File: src/rtl/sprite_collision_unit.sv
// Per-frame sprite collision detector: accumulates pairwise sprite overlaps over a frame
// and publishes a latched pair vector, first-hit position, hit count and irq at each frame strobe.
module sprite_collision_unit #(
  parameter int N_SPRITES    = 4,
  parameter int SCREEN_CORDW = 16,
  parameter int CNTW         = 12,
  parameter int STICKY       = 0,
  localparam int NPAIRS      = N_SPRITES * (N_SPRITES - 1) / 2
) (
  input  logic                    clk_pix,
  input  logic                    rst,
  input  logic                    frame,
  input  logic                    de,
  input  logic [SCREEN_CORDW-1:0] screen_x,
  input  logic [SCREEN_CORDW-1:0] screen_y,
  input  logic [N_SPRITES-1:0]    drawing,
  input  logic [NPAIRS-1:0]       pair_mask,
  input  logic                    clear,
  output logic [NPAIRS-1:0]       collisions,
  output logic                    any_collision,
  output logic [SCREEN_CORDW-1:0] first_x,
  output logic [SCREEN_CORDW-1:0] first_y,
  output logic                    first_valid,
  output logic [CNTW-1:0]         hit_count,
  output logic                    irq
);

  logic [NPAIRS-1:0]       hit;
  logic                    hit_any;

  logic [NPAIRS-1:0]       acc_pairs;
  logic [CNTW-1:0]         acc_count;
  logic                    acc_valid;
  logic [SCREEN_CORDW-1:0] acc_x;
  logic [SCREEN_CORDW-1:0] acc_y;

  logic [CNTW-1:0]         acc_count_inc;
  logic [CNTW:0]           sticky_sum;
  logic [CNTW-1:0]         sticky_count;

  // Pair k = (i,j), i<j, enumerated i-major.
  for (genvar i = 0; i < N_SPRITES; i++) begin : g_row
    for (genvar j = i + 1; j < N_SPRITES; j++) begin : g_col
      localparam int K = i * N_SPRITES - i * (i + 1) / 2 + j - i - 1;
      assign hit[K] = de & drawing[i] & drawing[j] & pair_mask[K];
    end
  end

  assign hit_any       = |hit;
  assign any_collision = |collisions;

  assign acc_count_inc = (acc_count == {CNTW{1'b1}}) ? acc_count : acc_count + 1'b1;
  assign sticky_sum    = {1'b0, hit_count} + {1'b0, acc_count};
  assign sticky_count  = sticky_sum[CNTW] ? {CNTW{1'b1}} : sticky_sum[CNTW-1:0];

  always_ff @(posedge clk_pix) begin
    if (rst) begin
      acc_pairs   <= '0;
      acc_count   <= '0;
      acc_valid   <= 1'b0;
      acc_x       <= '0;
      acc_y       <= '0;
      collisions  <= '0;
      hit_count   <= '0;
      first_x     <= '0;
      first_y     <= '0;
      first_valid <= 1'b0;
      irq         <= 1'b0;
    end else begin
      // The strobe cycle's own pixel seeds the new frame rather than being dropped.
      if (frame) begin
        acc_pairs <= hit;
        acc_count <= {{(CNTW-1){1'b0}}, hit_any};
        acc_valid <= hit_any;
        acc_x     <= hit_any ? screen_x : '0;
        acc_y     <= hit_any ? screen_y : '0;
      end else begin
        acc_pairs <= acc_pairs | hit;
        if (hit_any) begin
          acc_count <= acc_count_inc;
        end
        if (hit_any && !acc_valid) begin
          acc_valid <= 1'b1;
          acc_x     <= screen_x;
          acc_y     <= screen_y;
        end
      end

      irq <= frame & (|acc_pairs);

      if (frame) begin
        // A clear coinciding with the strobe drops history but keeps the finished frame.
        if (STICKY == 0 || clear) begin
          collisions  <= acc_pairs;
          hit_count   <= acc_count;
          first_x     <= acc_x;
          first_y     <= acc_y;
          first_valid <= acc_valid;
        end else begin
          collisions <= collisions | acc_pairs;
          hit_count  <= sticky_count;
          if (!first_valid && acc_valid) begin
            first_x     <= acc_x;
            first_y     <= acc_y;
            first_valid <= 1'b1;
          end
        end
      end else if (clear) begin
        collisions  <= '0;
        hit_count   <= '0;
        first_x     <= '0;
        first_y     <= '0;
        first_valid <= 1'b0;
      end
    end
  end

endmodule

File: config.mk
export PLATFORM = sky130hd
export DESIGN_NAME = sprite_collision_unit
export DESIGN_NICKNAME = d
export VERILOG_FILES = /design/src/rtl/sprite_collision_unit.sv
export SDC_FILE = /design/constraint.sdc
export NUM_CORES = 1
export LEC_CHECK = 0
export CAP_MARGIN = 20
export CORE_MARGIN = 10
export CORE_UTILIZATION = 47
export DETAILED_ROUTE_END_ITERATION = 8
export PLACE_DENSITY = 0.87
export SYNTH_ARGS = -nofsm -noshare
export SYNTH_HDL_FRONTEND = slang
export SYNTH_SLANG_ARGS = --single-unit
File: constraint.sdc
create_clock -name clk_pix -period 2.5 [get_ports clk_pix]
set_input_delay 0.25 -clock clk_pix [delete_from_list [all_inputs] [get_ports clk_pix]]
set_output_delay 0.25 -clock clk_pix [all_outputs]
set_load 0.01 [all_outputs]
=== Word-level counts from Yosys, hierarchy flattened ===
Cells that the tools add are included.

* Register bits after elaboration: 103
* Bits of input ports: 47
* Output and inout bits: 53
* Logic and storage cells: 65

* Add/subtract/negate cells: 1
* Equal/unequal tests: 2
* Mux-type cells: 21
* Bitwise logic cells: 18
* Reduce and logical (&&, ||, !) cells: 11

{| class="wikitable"
|+ Operators by type and width
! kind !! number
|-
| $mux 16 || 9
|-
| $mux 12 || 2
|-
| $mux 6 || 3
|-
| $reduce_or 6->1 || 3
|-
| $and 1x1->1 || 16
|-
| $add 12x1->12 const B || 1
|-
| $eq 12x12->1 const B || 1
|-
| $mux 1 || 7
|-
| $or 6x6->6 || 1
|-
| $reduce_bool 2->1 || 3
|-
| $reduce_and 2->1 || 2
|-
| $ne 2x2->1 const B || 1
|-
| $reduce_or 2->1 || 1
|-
| $logic_and 1x1->1 || 1
|-
| $logic_not 1->1 || 1
|-
| $not 1->1 || 1
|}

=== Longest topological paths before layout ===
* Word-level depth: 7
* Mapped depth: 7
* Depth with buffers taken out: 6

=== Worst setup path before layout ===
Ideal clock, no wire load.

* Path type: register to register
* Start: reg acc_count[0]
* End: reg acc_count[6]
* Setup time: 0.136 ns
* Arrival: 1.653 ns
* Required time: 2.364 ns
* Setup slack: 0.711 ns
* Cell stages (with the launch flop): 8
* Path buffers: 1
* Clock period less this slack: 1.789 ns
* Path through: dfxtp_1 ha_1 nand3_1 or4_4 o21ai_4 buf_8 or3_1 a21oi_2

* Cells in the longest elaborated chain, start to end: 3
* Elaborated cells between the ends (all ways): 4
* Those cells by class: 1 x add/sub; 1 x eq/ne; 1 x bitwise; 1 x reduce/logical

{| class="wikitable"
|+ RTL lines
! element !! line !! source
|-
| from (decl) || 32 || <nowiki>logic [CNTW-1:0] acc_count;</nowiki>
|-
| from (signal assigned) || 73 || <nowiki>acc_count <= {{(CNTW-1){1'b0}}, hit_any};</nowiki>
|-
| from (signal assigned) || 80 || <nowiki>acc_count <= acc_count_inc;</nowiki>
|-
| parallel branches: the longest is 3 deep, another holds $add 12x1->12 || -- ||
|}

Parallel ways; which one is timed is not known.
A chain may end at the register's enable or synchronous reset.

=== Final worst setup path ===
* Start: reg acc_count[0]
* End: reg acc_count[3]

The elaborated chain is that of the path after synthesis.

==> flow_summary_export.csv <==
group,metric,value,unit
synthesis,syn_nets,352,
synthesis,yosys-top-cells-count,"dfxtp_1, a22o_1, buf_2, nand2_1, clkbuf_1",
worst_setup_path,end_kind,"register",
power_and_ir_drop,peakVddDrop,0.000349,V
worst_setup_path,critPathMaxFanout,15,
synthesis,syn_area_per_cell,11.6,um^2
grt,grt_use_total,0.158,
routing,antenna_left,0,
timing,rsz0062_at_grt,"false",
timing,clock.fmax,503,MHz
synthesis,synth.distinct_cells,40,
synthesis,ys_seq_area_frac,0.584,
layout,seq_area,0.00206,mm^2
worst_setup_path,worstPathCellList,"ha_1 -> nand3_1 -> or4_4 -> o21ai_4 -> or3_1 -> a21oi_2",
die,start_util,0.484,
timing,finClkSkew,13.4,ps
die,die_w,107,um
power_and_ir_drop,power_frac_comb,0.091,
placement,dpl.cell_count,487,
die,dieArea,0.0114,mm^2
routing,routed-via-count,2777,
clocking,clock_sinks,103,
power_and_ir_drop,p_total,3.05,mW
timing,fin_hold_ws,474,ps
timing,setup_viol,0,
grt,grt_pass1_wl,14900,um
synthesis,synthTopCellsByArea,"dfxtp_1, a22o_1, buf_2, a21oi_2, nand4_1",
power_and_ir_drop,p_sw,0.801,mW
power_and_ir_drop,internal-power,2.25,mW
clocking,cts_tree,"yes",
timing,tns,0,ps
clocking,ctsResizeCount,0,
routing,drt_iter0_markers,110,
synthesis,synth_area_leader_cell,"dfxtp_1",
grt,grt_pass1_vias,2857,
layout,layoutNonFillerInstCount,503,
timing,hold_viol,0,
worst_setup_path,worstSetupStartpointType,"register",
die,die_h,107,um
worst_setup_path,slowest_stage,"or4_4",
worst_setup_path,regToRegSetupSlack,510,ps
routing,routed.top_layer,"met4",
layout,n_fill_cell,575,
layout,nets,447,
layout,drive_gt1_frac,0.0990,
layout,synthToLayoutAreaGrowth,37.3,%
flow_run,maxCapViolations,0,
synthesis,yosys_most_used_dff,"dfxtp_1",
die,num_rows,31,
clocking,hold_buffers,0,
timing,fin_crit_sh,0.796,
routing,met3WireLength,660,um
grt,grt_start_max_net_pins,53,
worst_setup_path,cp_num_buf_inv,0,
clocking,cts_setup_buffers,0,
run_status,status,"complete, no violations",
hold_path,holdCritPathClass,"in2reg",
placement,place_ws,233,ps
routing,via_per_inst,5.52,
clocking,cts_buffers,9,
timing,finalWorstSetupSlack,510,ps
clocking,clock_latency,370,ps
worst_setup_path,path_delay_family,"simple AND/OR/NAND/NOR gates",
power_and_ir_drop,power_density,629,mW/mm^2
clocking,cts_root_buffer,"clkbuf_8",
die,core,0.00729,mm^2
grt,antenna_found_initial,0,
placement,gp_congestion,0.807,
routing,routedWlPerCell,18.4,um
synthesis,ys_warn_count,0,
routing,drc,0,
power_and_ir_drop,seqPwrFrac,0.564,
placement,port-buffer-count,99,
synthesis,synthesis.area,0.00353,mm^2
synthesis,yosys.cell_count.top_type,"dfxtp_1",
power_and_ir_drop,switching_share,0.263,
layout,diodes,0,
power_and_ir_drop,p_clk_frac,0.345,
power_and_ir_drop,leakagePower,1.77,nW
clocking,cts_buffer_depth,2,
placement,place_hpwl,6490,um
timing,post-route-min-period,1990,ps
timing,maxSlewHeadroom,0.724,
layout,multiInputGateArea,0.00137,mm^2
synthesis,ys_async_sr_fraction,0,
worst_setup_path,slowest_delay,540,ps
routing,wl_met2,4220,um
routing,dr.pass1.iters,5,
timing,worst_pin_slew,413,ps
synthesis,synth_seq_cells,103,
clocking,ctsHtreeMaxLevel,3,
routing,drt-met1-wl,4300,um
timing,slew_viol_final,0,
die,io_pins,100,
worst_setup_path,worstPathRequired,2750,ps
routing,drt_wl_total,9270,um
clocking,clk_pin_slew_worst_paths,120,ps
synthesis,synth_top_area_share,0.584,
worst_setup_path,crit_type,"reg2reg",
synthesis,synth-edff-count,0,
synthesis,syn_inst,304,
grt,grt-ovfl-total,0,
worst_setup_path,crit_arrival,2240,ps
## worst paths after layout
check                         endpoint  cells past startpoint                       from
max          acc_count[3]$_SDFFE_PP0P_                      6  acc_count[0]$_SDFFE_PP0P_
min             acc_y[12]$_SDFFE_PP0P_                      2               screen_y[12]
max reg2reg  acc_count[3]$_SDFFE_PP0P_                      6  acc_count[0]$_SDFFE_PP0P_
min reg2reg    first_x[9]$_SDFFE_PP0P_                      1      acc_x[9]$_SDFFE_PP0P_
## flip-flops by register name (all words and copies together), names as in the netlist
register	count
acc_y	16
irq	1
first_x	16
acc_x	16
collisions	6
first_valid	1
acc_valid	1
acc_pairs	6
first_y	16
acc_count	12
hit_count	12
## final cells by class
class                      count  share of cell area
sequential                   103               0.425
multi-input combinational    177               0.283
timing repair buffer         106               0.220
clock buffer                   9              0.0255
tap                           99              0.0255
clock inverter                 7              0.0188
inverter                       2             0.00155
## power groups by stage
stage	combinational (mW)	sequential, mW	clock (mW)
2_1_floorplan	0.129	1.75	0
4_1_cts	0.281	1.72	1.07
3_3_place_gp	0.271	1.75	0
5_1_grt	0.300	1.73	1.14
6_report	0.278	1.72	1.05
3_5_place_dp	0.280	1.76	0
## per-stage QoR
stage	area [um^2]	util
final	4850	0.665
after global routing	4850	0.665
after CTS	4850	0.665
after detailed placement	4630	0.635
after global placement	4630	0.635
after floorplan	3530	-
## layer usage
metal | track usage | vias to the layer above
li1 | - | 1345
met1 | 0.213 | 1318
met2 | 0.240 | 108
met3 | 0.0443 | 6
met4 | 0.0513 | 0
met5 | 0 | -
## cells in the final DEF (no fill, tap or decap), types with 4 or more instances in the layout
cell type,instances
nand4_1,8
buf_4,5
clkinv_8,4
clkbuf_8,9
a21oi_2,6
o21ai_1,5
nand2b_1,6
clkdlybuf4s50_1,99
dfxtp_1,103
nor2_1,7
nand2_1,11
a21oi_1,7
or3_1,5
a22o_1,83
## kinds of logic (layout without fill, tap and decap cells)
kind of cell             count (synthesis)  count (layout)  share of synthesized area
buffers and inverters                   24             124                     0.0337
adder cells (fa/ha/maj)                  1               1                    0.00354
AND/OR/NAND/NOR                         58              58                     0.0967
XOR/XNOR                                 2               2                    0.00496
flip-flops                             103             103                      0.584
AO/OA/AOI/OAI                          116             116                      0.277
No activity file was read; power rests on OpenSTA's default activity.
